<file path="src/rtl/multicycle_adder.sv">
// -----------------------------------------------------------------------------
// multicycle_adder
//   Digit-serial adder/subtractor. An accepted operation adds one DIGIT-bit
//   slice per clock, least significant slice first, rippling the carry
//   between cycles through a register. A result takes N = WIDTH/DIGIT RUN
//   cycles followed by one DONE cycle.
//
// Ports
//   clk    : clock, all state changes on the rising edge
//   rst_n  : synchronous active-low reset
//   start  : request a new operation (only honoured in IDLE)
//   a, b   : operands, captured with start
//   c_in   : carry-in for add mode, captured with start
//   sub    : 0 = a + b + c_in, 1 = a - b (c_in ignored), captured with start
//   busy   : high while the FSM is not IDLE
//   done   : one-cycle pulse marking a valid result
//   sum    : result, held from done until the next accepted start
//   c_out  : carry out of the MSB (subtract: 1 = no borrow)
//   ovf    : two's-complement signed overflow
// -----------------------------------------------------------------------------
module multicycle_adder #(
  parameter int WIDTH = 16,
  parameter int DIGIT = 4
) (
  input  logic             clk,
  input  logic             rst_n,
  input  logic             start,
  input  logic [WIDTH-1:0] a,
  input  logic [WIDTH-1:0] b,
  input  logic             c_in,
  input  logic             sub,
  output logic             busy,
  output logic             done,
  output logic [WIDTH-1:0] sum,
  output logic             c_out,
  output logic             ovf
);

  localparam int N  = WIDTH / DIGIT;
  // Counter must be able to hold N itself so it never wraps within one op.
  localparam int CW = $clog2(N + 1);
  localparam logic [CW-1:0] LAST_CNT = CW'(N - 1);
  // Operands shift down one slice per RUN cycle; with a single slice there is
  // nothing left to shift.
  localparam int SHIFT = (N > 1) ? DIGIT : 0;

  typedef enum logic [1:0] {
    IDLE = 2'd0,
    RUN  = 2'd1,
    DONE = 2'd2
  } state_t;

  state_t           state_r;
  state_t           state_next_s;
  logic [CW-1:0]    cnt_r;
  logic [WIDTH-1:0] a_op_r;
  logic [WIDTH-1:0] b_op_r;
  logic             carry_r;
  logic [WIDTH-1:0] sum_r;
  logic             c_out_r;
  logic             ovf_r;
  logic             busy_r;
  logic             done_r;
  logic             busy_next_s;
  logic             done_next_s;
  logic             accept_s;
  logic             last_s;
  logic [DIGIT-1:0] slice_sum_s;
  logic             slice_cout_s;
  logic             slice_cmsb_s;
  logic [WIDTH-1:0] slice_top_s;

  // Adds one slice and returns {carry out, carry into slice MSB, slice sum}.
  // The carry into the MSB is recovered from the MSB sum bit and its inputs.
  function automatic logic [DIGIT+1:0] add_slice(
    input logic [DIGIT-1:0] x,
    input logic [DIGIT-1:0] y,
    input logic             cin
  );
    logic [DIGIT:0] full;
    logic           cmsb;
    full = {1'b0, x} + {1'b0, y} + {{DIGIT{1'b0}}, cin};
    cmsb = x[DIGIT-1] ^ y[DIGIT-1] ^ full[DIGIT-1];
    return {full[DIGIT], cmsb, full[DIGIT-1:0]};
  endfunction

  assign accept_s = (state_r == IDLE) && start;
  assign last_s   = (cnt_r == LAST_CNT);

  // Slice adder on the low slice of the (shifting) operand registers.
  always_comb begin
    {slice_cout_s, slice_cmsb_s, slice_sum_s} =
      add_slice(a_op_r[DIGIT-1:0], b_op_r[DIGIT-1:0], carry_r);
    slice_top_s = WIDTH'(slice_sum_s) << (WIDTH - DIGIT);
  end

  // FSM state register.
  always_ff @(posedge clk) begin
    if (!rst_n) begin
      state_r <= IDLE;
    end else begin
      state_r <= state_next_s;
    end
  end

  // FSM next-state logic.
  always_comb begin
    state_next_s = state_r;
    case (state_r)
      IDLE:    state_next_s = start  ? RUN  : IDLE;
      RUN:     state_next_s = last_s ? DONE : RUN;
      DONE:    state_next_s = IDLE;
      default: state_next_s = IDLE;
    endcase
  end

  // FSM output decode, computed from the next state so the registered
  // busy/done line up with the state they describe.
  always_comb begin
    busy_next_s = 1'b0;
    done_next_s = 1'b0;
    case (state_next_s)
      IDLE:    begin busy_next_s = 1'b0; done_next_s = 1'b0; end
      RUN:     begin busy_next_s = 1'b1; done_next_s = 1'b0; end
      DONE:    begin busy_next_s = 1'b1; done_next_s = 1'b1; end
      default: begin busy_next_s = 1'b0; done_next_s = 1'b0; end
    endcase
  end

  // Registered status outputs.
  always_ff @(posedge clk) begin
    if (!rst_n) begin
      busy_r <= 1'b0;
      done_r <= 1'b0;
    end else begin
      busy_r <= busy_next_s;
      done_r <= done_next_s;
    end
  end

  // Datapath: operand capture, per-slice add and result assembly.
  // Subtraction is folded in at capture time as a + ~b + 1.
  // Each slice result enters sum at the top and shifts down, so after N
  // cycles the first (least significant) slice lands in bits DIGIT-1:0.
  always_ff @(posedge clk) begin
    if (!rst_n) begin
      a_op_r  <= {WIDTH{1'b0}};
      b_op_r  <= {WIDTH{1'b0}};
      carry_r <= 1'b0;
      cnt_r   <= {CW{1'b0}};
      sum_r   <= {WIDTH{1'b0}};
      c_out_r <= 1'b0;
      ovf_r   <= 1'b0;
    end else if (accept_s) begin
      a_op_r  <= a;
      b_op_r  <= sub ? ~b : b;
      carry_r <= sub ? 1'b1 : c_in;
      cnt_r   <= {CW{1'b0}};
      sum_r   <= {WIDTH{1'b0}};
    end else if (state_r == RUN) begin
      a_op_r  <= a_op_r >> SHIFT;
      b_op_r  <= b_op_r >> SHIFT;
      carry_r <= slice_cout_s;
      cnt_r   <= cnt_r + CW'(1);
      sum_r   <= (sum_r >> SHIFT) | slice_top_s;
      if (last_s) begin
        c_out_r <= slice_cout_s;
        ovf_r   <= slice_cmsb_s ^ slice_cout_s;
      end else begin
        c_out_r <= c_out_r;
        ovf_r   <= ovf_r;
      end
    end else begin
      a_op_r  <= a_op_r;
      b_op_r  <= b_op_r;
      carry_r <= carry_r;
      cnt_r   <= cnt_r;
      sum_r   <= sum_r;
      c_out_r <= c_out_r;
      ovf_r   <= ovf_r;
    end
  end

  assign busy  = busy_r;
  assign done  = done_r;
  assign sum   = sum_r;
  assign c_out = c_out_r;
  assign ovf   = ovf_r;

endmodule

</file>
<file path="config.mk">
export PLATFORM = sky130hd
export DESIGN_NAME = multicycle_adder
export DESIGN_NICKNAME = d
export VERILOG_FILES = /design/src/rtl/multicycle_adder.sv
export SDC_FILE = /design/constraint.sdc
export NUM_CORES = 1
export LEC_CHECK = 0
export ABC_AREA = 1
export BUFFER_PORTS_ARGS = -buffer_cell sky130_fd_sc_hd__buf_2
export CAP_MARGIN = 10
export CORE_MARGIN = 4
export CORE_UTILIZATION = 30
export DETAILED_ROUTE_END_ITERATION = 8
export MAX_ROUTING_LAYER = met4
export PLACE_DENSITY = 0.51
export SLEW_MARGIN = 20
export SYNTH_ARGS = -nofsm -noshare
export SYNTH_HDL_FRONTEND = slang
export SYNTH_SLANG_ARGS = --single-unit
</file>
<file path="constraint.sdc">
create_clock -name clk -period 2.2 [get_ports clk]
set_input_delay 0.33 -clock clk [delete_from_list [all_inputs] [get_ports clk]]
set_output_delay 0.33 -clock clk [all_outputs]
set_load 0.005 [all_outputs]
</file>
==> out/metrics.cfg <==
[cts]
cts_made_buffers=9
cts_tree=yes
clk_pin_slew_ns=0.07
root_buffer=clkbuf_8
post_cts_buffers=0
clkSinkCount=58
cts_resized=0
ctsHoldBuffers=0
clock_latency_ns=0.33
htreeDepth=3
cts_max_path_buffers=2

[min_path]
hold_end=a_op_r[12]
hold_path_class=primary input to register
min_from=a[12]
hold_depth=3

[synth]
yosysTopAreaCell=dfxtp_1
yosysMostFrequentCell=nand2_1
synthFlopType=dfxtp_1
synthArstFlopShare=0
synthesis.nets=407
ys_seq_elements=58
netlist_top_cells_area=dfxtp_1 (44%), nand2_1 (21%), xor2_1 (6.0%)
synth-edff-count=0
yosysWarnings=0
synth_cells=362
synth_area_sq_um=2630
synth_top_cell_area_share=0.441
seq_area_frac_synth=0.441
yosysUniqueCellTypes=24
synth.avg_cell_area_sq_um=7.27
synth_commonest_cells=nand2_1 (148), dfxtp_1 (58), a21oi_1 (26), inv_1 (26), xor2_1 (18)

[power]
max-vdd-ir-drop_mv=0.286
power.density_nw_per_um2=748
power_leakage_nw=1.50

[outcome]
status=complete, no violations

[floorplan]
rows=33
initial_core_util=0.314
num_io_pins=57
dieArea_sq_um=10300
core_sq_um=8380
die_x_um=102
die_h_um=102

[timing]
max_freq_mhz=607
tightest_slew_ns=0.747
fin_setup_tns_ns=0
skew_ns=0.00759
hold_ws_ns=0.234
slew_headroom=0.501
slew_viol_final=0
hold_viol=0
setup_viol=0
period_minus_slack_ns=1.65
finalCritPeriodShare=0.749
rsz0062_at_grt=no

[place]
port_buffers=56
gp_congestion=0.821
place_hpwl_um=3980
placed_area_sq_um=2970

[routing]
drt-total-wl_um=5900
drtIter0Drc=95
vias=2280
ant_nets=0
drc_errors=0
avgRoutedWirePerCell_um=11.3
dr.pass1.iters=4
via_per_inst=4.36

[worst_setup_path]
end_kind=register
required_ns=2.39
critical_path.startpoint=a_op_r[0]
worstPathArrival_ns=1.84
worstReg2RegEnd=carry_r
worst-path-max-fanout=3
reg2reg_depth=10
r2r-start=a_op_r[0]
r2r_slack_ns=0.55
critPathKind=register to register
critPathLaunchType=register

[global_routing]
grt_antenna_before_repair=0
grt_pass1_wl_um=9800
grt_max_degree=34
track_usage=0.125
grt_pass1_vias=2052
grt_overflow=0

[flow_run]
drv_cap=0

[cells_and_area]
num_antenna_cells=0
design_area_sq_um=3150
fin_nets=458
drive_gt1_frac=0.206
areaGrowthSynthToFinish_pct=19.9
fillers=952

how the worst max path moves through the flow:
stage                   end  slack, ns  cells past startpoint
finish              carry_r       0.55                     10
global route        carry_r       0.38                     10
CTS                 carry_r       0.54                     10
detailed placement  carry_r       0.55                     10
global placement    carry_r       0.56                     10
floorplan           carry_r       0.69                     10
flip-flops by register name (all words and copies together), names as in the netlist:
register	count
carry_r	1
cnt_r	3
done	1
b_op_r	16
ovf	1
c_out	1
state_r	2
busy	1
sum	16
a_op_r	16
critical path, cell delays in order (launching register included):
cell     delay [ns]
dfxtp_1        0.33
fa_1           0.47
inv_1          0.09
fa_1           0.20
inv_1          0.06
nand2_1        0.05
nand2_1        0.04
nand2_1        0.09
nor2_1         0.05
nor2_1         0.10
nor2_1         0.04
stage by stage:
stage,cells,total power [mW],util,setup slack [ns]
floorplan,362,1.36,-,0.686
global placement,507,1.45,0.354,0.560
detailed placement,507,1.45,0.354,0.551
CTS,523,2.40,0.376,0.536
global route,523,2.50,0.376,0.378
finish,523,2.36,0.376,0.551
power by group:
part	internal [mW]	total [mW]	switching [mW]
Sequential	1.10	1.13	0.0294
Clock	0.515	0.935	0.421
Combinational	0.114	0.292	0.178
Total	1.73	2.36	0.628
cell type report:
type,instances,area (sq um),share of cell area
clock buffer,10,128,0.0405
inverter,31,116,0.0369
timing repair buffer,59,315,0.100
multi-input combinational,254,1240,0.395
sequential,58,1160,0.368
tap,105,131,0.0417
clock inverter,6,57.6,0.0182
cell families after synthesis:
logic type / share of synthesized area
buf+inv: 0.0852
compound gates: 0.0947
flops: 0.441
xor+xnor: 0.0599
simple gates: 0.275
fa+ha+maj: 0.0438
placed cells by master, fill, tap and decap left out, types with 4 or more instances in the layout:
cell type  instances
nand2_1          148
dfxtp_1           58
buf_2             56
inv_1             26
a21oi_1           26
xor2_1            18
nand3_1           16
a31oi_1           12
nor2_1            11
clkbuf_8           9
o21ai_1            6
ha_1               6
inv_2              5
clkinv_2           4
per-layer routing:
metal | global-route usage | vias to the layer above | share of wire
met1 | 0.157 | 990 | 0.47
met4 | 0.0368 | 0 | 0.0068
li1 | - | 1228 | -
met2 | 0.183 | 58 | 0.46
met3 | 0.0510 | 4 | 0.064
met5 | - | - | 0
(Power assumes the default switching activity.)
